--- config.mk ---
export PLATFORM = sky130hd
export DESIGN_NAME = axi_full_mst_burst
export DESIGN_NICKNAME = d
export VERILOG_FILES = /design/src/rtl/axi_full_mst_burst.sv
export SDC_FILE = /design/constraint.sdc
export NUM_CORES = 1
export LEC_CHECK = 0
export BUFFER_PORTS_ARGS = -buffer_cell sky130_fd_sc_hd__buf_2
export CAP_MARGIN = 15
export CORE_AREA = 2 2 281 283
export DETAILED_ROUTE_END_ITERATION = 7
export DIE_AREA = 0 0 283 285
export PLACE_DENSITY = 0.3
export RECOVER_POWER = 100
export SETUP_SLACK_MARGIN = 0.15
export SYNTH_ARGS = -nofsm -noshare
export SYNTH_HDL_FRONTEND = slang
export SYNTH_SLANG_ARGS = --single-unit
--- constraint.sdc ---
create_clock -name CLK -period 4.6 [get_ports CLK]
set_clock_uncertainty 0.05 [all_clocks]
set_input_delay 1.38 -clock CLK [delete_from_list [all_inputs] [get_ports CLK]]
set_output_delay 1.38 -clock CLK [all_outputs]
set_load 0.05 [all_outputs]
--- src/rtl/axi_full_mst_burst.sv ---
`default_nettype none
// ============================================================================
//  Module   : axi_full_mst_burst
//  Purpose  : AXI4 single-outstanding INCR burst initiator driven by a simple
//             command port plus write/read data streams.
//             Optional watchdog: define AXI_FULL_MST_TIMEOUT_EN.
//  Revision : 1.0 - initial release
// ============================================================================
module axi_full_mst_burst #(
  parameter int DW     = 128,
  parameter int AW     = 32,
  parameter int IDW    = 4,
  parameter int ID     = 0,
  parameter int TO_CYC = 1024
) (
  input  logic              CLK,
  input  logic              RST,
  input  logic              CMD_VALID,
  output logic              CMD_READY,
  input  logic              CMD_WRITE,
  input  logic [AW-1:0]     CMD_ADDR,
  input  logic [7:0]        CMD_LEN,
  input  logic              WD_VALID,
  output logic              WD_READY,
  input  logic [DW-1:0]     WD_DATA,
  input  logic [DW/8-1:0]   WD_STRB,
  output logic              RD_VALID,
  input  logic              RD_READY,
  output logic [DW-1:0]     RD_DATA,
  output logic              RD_LAST,
  output logic              DONE_VALID,
  output logic [1:0]        DONE_RESP,
  output logic [IDW-1:0]    MEM_AWID,
  output logic [AW-1:0]     MEM_AWADDR,
  output logic [7:0]        MEM_AWLEN,
  output logic [2:0]        MEM_AWSIZE,
  output logic [1:0]        MEM_AWBURST,
  output logic              MEM_AWVALID,
  input  logic              MEM_AWREADY,
  output logic [DW-1:0]     MEM_WDATA,
  output logic [DW/8-1:0]   MEM_WSTRB,
  output logic              MEM_WLAST,
  output logic              MEM_WVALID,
  input  logic              MEM_WREADY,
  input  logic [IDW-1:0]    MEM_BID,
  input  logic [1:0]        MEM_BRESP,
  input  logic              MEM_BVALID,
  output logic              MEM_BREADY,
  output logic [IDW-1:0]    MEM_ARID,
  output logic [AW-1:0]     MEM_ARADDR,
  output logic [7:0]        MEM_ARLEN,
  output logic [2:0]        MEM_ARSIZE,
  output logic [1:0]        MEM_ARBURST,
  output logic              MEM_ARVALID,
  input  logic              MEM_ARREADY,
  input  logic [IDW-1:0]    MEM_RID,
  input  logic [DW-1:0]     MEM_RDATA,
  input  logic [1:0]        MEM_RRESP,
  input  logic              MEM_RLAST,
  input  logic              MEM_RVALID,
  output logic              MEM_RREADY
);

  localparam int             c_SIZE = $clog2(DW/8);
  localparam logic [IDW-1:0] c_ID   = IDW'(ID);
  localparam logic [AW-1:0]  c_MASK = ~((AW'(1) << c_SIZE) - AW'(1));

  typedef enum logic [2:0] {
    S_IDLE = 3'd0,
    S_AW   = 3'd1,
    S_W    = 3'd2,
    S_B    = 3'd3,
    S_AR   = 3'd4,
    S_R    = 3'd5,
    S_DONE = 3'd6
  } state_t;

  state_t        r_state, w_next;
  logic [AW-1:0] r_addr;
  logic [7:0]    r_len;
  logic [7:0]    r_cnt;
  logic [1:0]    r_resp;

  logic w_aw_hs, w_w_hs, w_b_hs, w_ar_hs, w_r_hs, w_last_cnt, w_to;
  logic [1:0] w_r_err, w_b_err;

  function automatic logic [1:0] f_max(input logic [1:0] a, input logic [1:0] b);
    return (a > b) ? a : b;
  endfunction

  assign w_last_cnt = (r_cnt == r_len);
  assign w_aw_hs    = (r_state == S_AW) && MEM_AWREADY;
  assign w_w_hs     = (r_state == S_W)  && WD_VALID && MEM_WREADY;
  assign w_b_hs     = (r_state == S_B)  && MEM_BVALID;
  assign w_ar_hs    = (r_state == S_AR) && MEM_ARREADY;
  assign w_r_hs     = (r_state == S_R)  && MEM_RVALID && RD_READY;

  // Beat-count disagreement with RLAST, or a foreign ID, is a slave error
  assign w_r_err = ((MEM_RID != c_ID) || (MEM_RLAST != w_last_cnt)) ? 2'b10 : 2'b00;
  assign w_b_err = (MEM_BID != c_ID) ? 2'b10 : 2'b00;

`ifdef AXI_FULL_MST_TIMEOUT_EN
  localparam int c_TOW = $clog2(TO_CYC + 1);
  logic [c_TOW-1:0] r_wdog;
  logic             w_busy, w_any_hs;

  assign w_busy   = (r_state != S_IDLE) && (r_state != S_DONE);
  assign w_any_hs = w_aw_hs | w_w_hs | w_b_hs | w_ar_hs | w_r_hs;
  assign w_to     = w_busy && !w_any_hs && (r_wdog == c_TOW'(TO_CYC - 1));

  always_ff @(posedge CLK or posedge RST) begin
    if (RST) begin
      r_wdog <= '0;
    end else if (!w_busy || w_any_hs || w_to) begin
      r_wdog <= '0;
    end else begin
      r_wdog <= r_wdog + c_TOW'(1);
    end
  end
`else
  // Without the watchdog the block waits indefinitely
  assign w_to = (TO_CYC < 0);
`endif

  always_comb begin
    w_next      = r_state;
    CMD_READY   = 1'b0;
    MEM_AWVALID = 1'b0;
    MEM_WVALID  = 1'b0;
    WD_READY    = 1'b0;
    MEM_WLAST   = 1'b0;
    MEM_BREADY  = 1'b0;
    MEM_ARVALID = 1'b0;
    MEM_RREADY  = 1'b0;
    RD_VALID    = 1'b0;
    RD_LAST     = 1'b0;
    DONE_VALID  = 1'b0;
    case (r_state)
      S_IDLE: begin
        CMD_READY = 1'b1;
        if (CMD_VALID) w_next = CMD_WRITE ? S_AW : S_AR;
      end
      S_AW: begin
        MEM_AWVALID = 1'b1;
        if (w_aw_hs) w_next = S_W;
      end
      S_W: begin
        MEM_WVALID = WD_VALID;
        WD_READY   = MEM_WREADY;
        MEM_WLAST  = w_last_cnt;
        if (w_w_hs && w_last_cnt) w_next = S_B;
      end
      S_B: begin
        MEM_BREADY = 1'b1;
        if (w_b_hs) w_next = S_DONE;
      end
      S_AR: begin
        MEM_ARVALID = 1'b1;
        if (w_ar_hs) w_next = S_R;
      end
      S_R: begin
        MEM_RREADY = RD_READY;
        RD_VALID   = MEM_RVALID;
        RD_LAST    = MEM_RLAST;
        if (w_r_hs && MEM_RLAST) w_next = S_DONE;
      end
      S_DONE: begin
        DONE_VALID = 1'b1;
        w_next     = S_IDLE;
      end
      default: w_next = S_IDLE;
    endcase
    if (w_to) w_next = S_DONE;
  end

  always_ff @(posedge CLK or posedge RST) begin
    if (RST) begin
      r_state <= S_IDLE;
      r_addr  <= '0;
      r_len   <= '0;
      r_cnt   <= '0;
      r_resp  <= 2'b00;
    end else begin
      r_state <= w_next;
      case (r_state)
        S_IDLE: begin
          if (CMD_VALID) begin
            r_addr <= CMD_ADDR & c_MASK;
            r_len  <= CMD_LEN;
            r_cnt  <= '0;
            r_resp <= 2'b00;
          end
        end
        S_W: begin
          if (w_w_hs) r_cnt <= w_last_cnt ? 8'd0 : r_cnt + 8'd1;
        end
        S_B: begin
          if (w_b_hs) r_resp <= f_max(MEM_BRESP, w_b_err);
        end
        S_R: begin
          // Keep counting past len so a missing RLAST drains to the real end
          if (w_r_hs) begin
            r_cnt  <= r_cnt + 8'd1;
            r_resp <= f_max(r_resp, f_max(MEM_RRESP, w_r_err));
          end
        end
        S_DONE: r_cnt <= '0;
        default: ;
      endcase
      if (w_to) r_resp <= 2'b11;
    end
  end

  assign DONE_RESP   = r_resp;
  assign MEM_AWID    = c_ID;
  assign MEM_AWADDR  = r_addr;
  assign MEM_AWLEN   = r_len;
  assign MEM_AWSIZE  = 3'(c_SIZE);
  assign MEM_AWBURST = 2'b01;
  assign MEM_ARID    = c_ID;
  assign MEM_ARADDR  = r_addr;
  assign MEM_ARLEN   = r_len;
  assign MEM_ARSIZE  = 3'(c_SIZE);
  assign MEM_ARBURST = 2'b01;
  assign MEM_WDATA   = WD_DATA;
  assign MEM_WSTRB   = WD_STRB;
  assign RD_DATA     = MEM_RDATA;

endmodule
`default_nettype wire

==> impl_metrics.yaml <==
run_status:
  outcome: "completed"
power_and_ir_drop:
  power.density_mw_per_mm2: 742
  cellInternalPower_mw: 1.29
  clockPowerShare_pct: 11.8
  power.sequential.fraction_pct: 23.9
  switchingPower_mw: 2.22
  power_mw: 3.51
  leakagePower_nw: 1.57
  ir_drop_uv: 359
  p_sw_share_pct: 63.1
  power_frac_comb_pct: 64.3
routing:
  vias: 2932
  post_drt_wl_per_cell_um: 11.7
  firstDrtPassIters: 4
  drt_iter0_markers: 68
  avgViaCountPerCell: 2.01
  ant_nets: 0
  drc: 0
  wl_mm: 17.1
sta:
  slew_headroom_pct: 5.69
  rsz0062_at_grt: "no"
  fin_ws_ns: 0.278
  worst_pin_slew_ns: 1.41
  layout_min_cycle_time_ns: 4.32
  tns_ns: 0
  finalHoldViolCount: 0
  timing.final.max_slew_violations: 0
  fin_crit_sh_pct: 94.0
  max_freq_mhz: 231
  finalSetupViolCount: 0
floorplanning:
  coreArea_sq_mm: 0.0780
  rows: 103
  ioPinCount: 719
  die_area_sq_mm: 0.0807
  die_y_um: 285
  die_width_um: 283
  initial_core_util_pct: 6.57
worst_setup_path:
  crit_path_end_kind: "flip-flop"
  rr_endpoint: "DONE_RESP[1]"
  cp_data_required_time_ns: 4.80
  path_buf_inv: 1
  crit_path_max_fanout: 3
  r2r_cells: 17
  path_cells: "buf_2 > or4_4 > nor2_1 > ha_1 > mux2_2 > nor3_1 > o21ai_0 > o21ai_1 > or2_2 > ha_1 > nor2b_1 > o21ai_1 > a211oi_2 > or4_1 > o211ai_2"
  cp-startpoint: "MEM_RID[1]"
  reg2reg_from: "MEM_ARLEN[4]"
  regToRegSetupSlack_ns: 0.57
  worstSetupStartpointType: "input pin"
  critPathMaxStageDelay_ns: 0.57
  critical_path_arrival_ns: 4.52
  slowest_stage: "or4_4"
  crit_family: "simple AND/OR/NAND/NOR gates"
  path_class: "in -> reg"
grt:
  grt_pass1_wl_mm: 22.8
  overflow: 0
  grt_max_degree: 33
  grtUsageTotal_pct: 4.04
  grt_pass1_vias: 2947
  antenna_found_initial: 5
layout:
  nNetsFinal: 743
  drive_gt1_share_pct: 29.0
  syn2layout_area_growth_pct: -7.74
synth:
  yosys_register_bits: 49
  synth_ff_type: "dfrtp_1"
  synthTopCellsByArea: "buf_4, dfrtp_1, mux2_2"
  syn_area_sq_mm: 0.00512
  async_flop_share_pct: 100
  synth_area_leader_cell: "buf_4"
  ys_warn_count: 0
  synth_edf_count: 0
  synth.distinct_cells: 50
  ys_seq_area_share_pct: 23.9
  syn_area_per_cell_sq_um: 9.10
  yosys-top-cells-count: "buf_4, dfrtp_1, mux2_2"
  yosysTopAreaCellShare_pct: 49.2
  yosysMostFrequentCell: "buf_4"
  syn_inst: 563
hold_path:
  hold_end: "MEM_ARADDR[20]"
  min_path_cells: 1
  hold_start: "MEM_ARADDR[20]"
  hp-class: "reg -> reg"
clock_network:
  htreeDepth: 2
  cts_tree: "yes"
  cts-buffers-inserted: 5
  worst_skew_pair.late_latency_ns: 0.31
  cts.sinks: 49
  cts.hold.buffers_added: 0
  cts_root_buf: "clkbuf_16"
  cts_setup_buffers: 0
  path_clk_slew_ns: 0.08
  cts.path.max_buffers: 2
placed_design:
  gp_congestion: 0.631
  place_ws_ns: -0.204
  dp_hpwl_mm: 14.3
  port_buffers: 144
run:
  drv_cap: 0
flip-flops by register name (all words and copies together), names as in the netlist:
register,cells
DONE_RESP,2
MEM_ARLEN,8
r_state,3
MEM_ARADDR,28
r_cnt,8
metrics by stage:
stage          instance area [sq um]  cells  hold WS [ns]  utilization, %
4_1_cts                         4870   1453         0.487            6.25
5_1_grt                         4720   1453         0.512            6.05
3_5_place_dp                    4720   1445         0.464            6.05
3_3_place_gp                    4720   1445         0.457            6.05
2_1_floorplan                   5210    587         0.492               -
6_report                        4730   1456         0.485            6.06
worst max-delay path by stage:
stage	endpoint	slack, ns	cells after the start
after detailed placement	DONE_RESP[1]	-0.20	15
after global placement	DONE_RESP[1]	-0.15	15
after floorplan	DONE_RESP[1]	0.21	14
after global routing	DONE_RESP[1]	0.14	15
final	DONE_RESP[1]	0.28	15
after CTS	DONE_RESP[1]	0.25	15
power by group through the flow:
| stage | clock (mW) | sequential [mW] | combinational (mW) |
|---|---|---|---|
| after floorplan | 0 | 1.36 | 2.19 |
| after global placement | 0 | 0.845 | 2.43 |
| after detailed placement | 0 | 0.850 | 2.42 |
| after CTS | 0.447 | 0.847 | 2.42 |
| after global routing | 0.457 | 0.882 | 2.38 |
| final | 0.415 | 0.839 | 2.25 |
repair_timing:
item | CTS | global route
pin swaps | 0 | 2
endpoints found under the setup margin | 1 | 1
gates resized for setup | 1 | 0
final cells by class:
cell class,count,area [sq um]
Antenna cell,3,7.51
Clock buffer,5,125
Clock inverter,3,26.3
Fill cell,9227,73200
Inverter,6,22.5
Multi-Input combinational cell,189,1350
Sequential cell,49,1230
Tap cell,1050,1310
Timing Repair Buffer,151,652
kinds of logic after synthesis:
kind of cell	share of synthesized area [%]
muxes	8.55
adders and majority gates	1.22
AOI/OAI and AO/OA	6.13
buffers and inverters	50.9
DFF	23.9
and+or+nand+nor	7.62
xor gates and xnor gates	1.54
other	0.147
per-layer routing:
metal / vias to the layer above / global-route usage, % / routed length [um]
met1: 1298 / 3.46 / 5230
met5: - / 0.523 / 98
li1: 1153 / - / -
met3: 124 / 3.51 / 3190
met2: 349 / 5.63 / 6940
met4: 8 / 3.86 / 1620
placed cells by master (no fill, tap or decap), drive strengths merged, types with 2 or more instances in the layout:
master | netlist | routed
a221o | 5 | 5
nor3 | 6 | 6
nand3 | 3 | 3
a21oi | 9 | 9
clkbuf | 0 | 96
nand2 | 14 | 14
o31ai | 3 | 3
nor2b | 5 | 5
nor4 | 2 | 2
nand3b | 2 | 2
inv | 6 | 7
o21a | 2 | 2
or2 | 3 | 3
or4 | 2 | 2
dfrtp | 49 | 49
nor2 | 16 | 16
a2111oi | 2 | 2
clkinvlp | 0 | 2
o21ai | 9 | 9
nand2b | 4 | 4
nand4 | 2 | 2
conb | 2 | 26
and2 | 6 | 6
and4 | 2 | 2
ha | 5 | 5
diode | 0 | 3
mux2 | 38 | 38
xnor2 | 9 | 9
buf | 343 | 60
(Power assumes the default switching activity.)
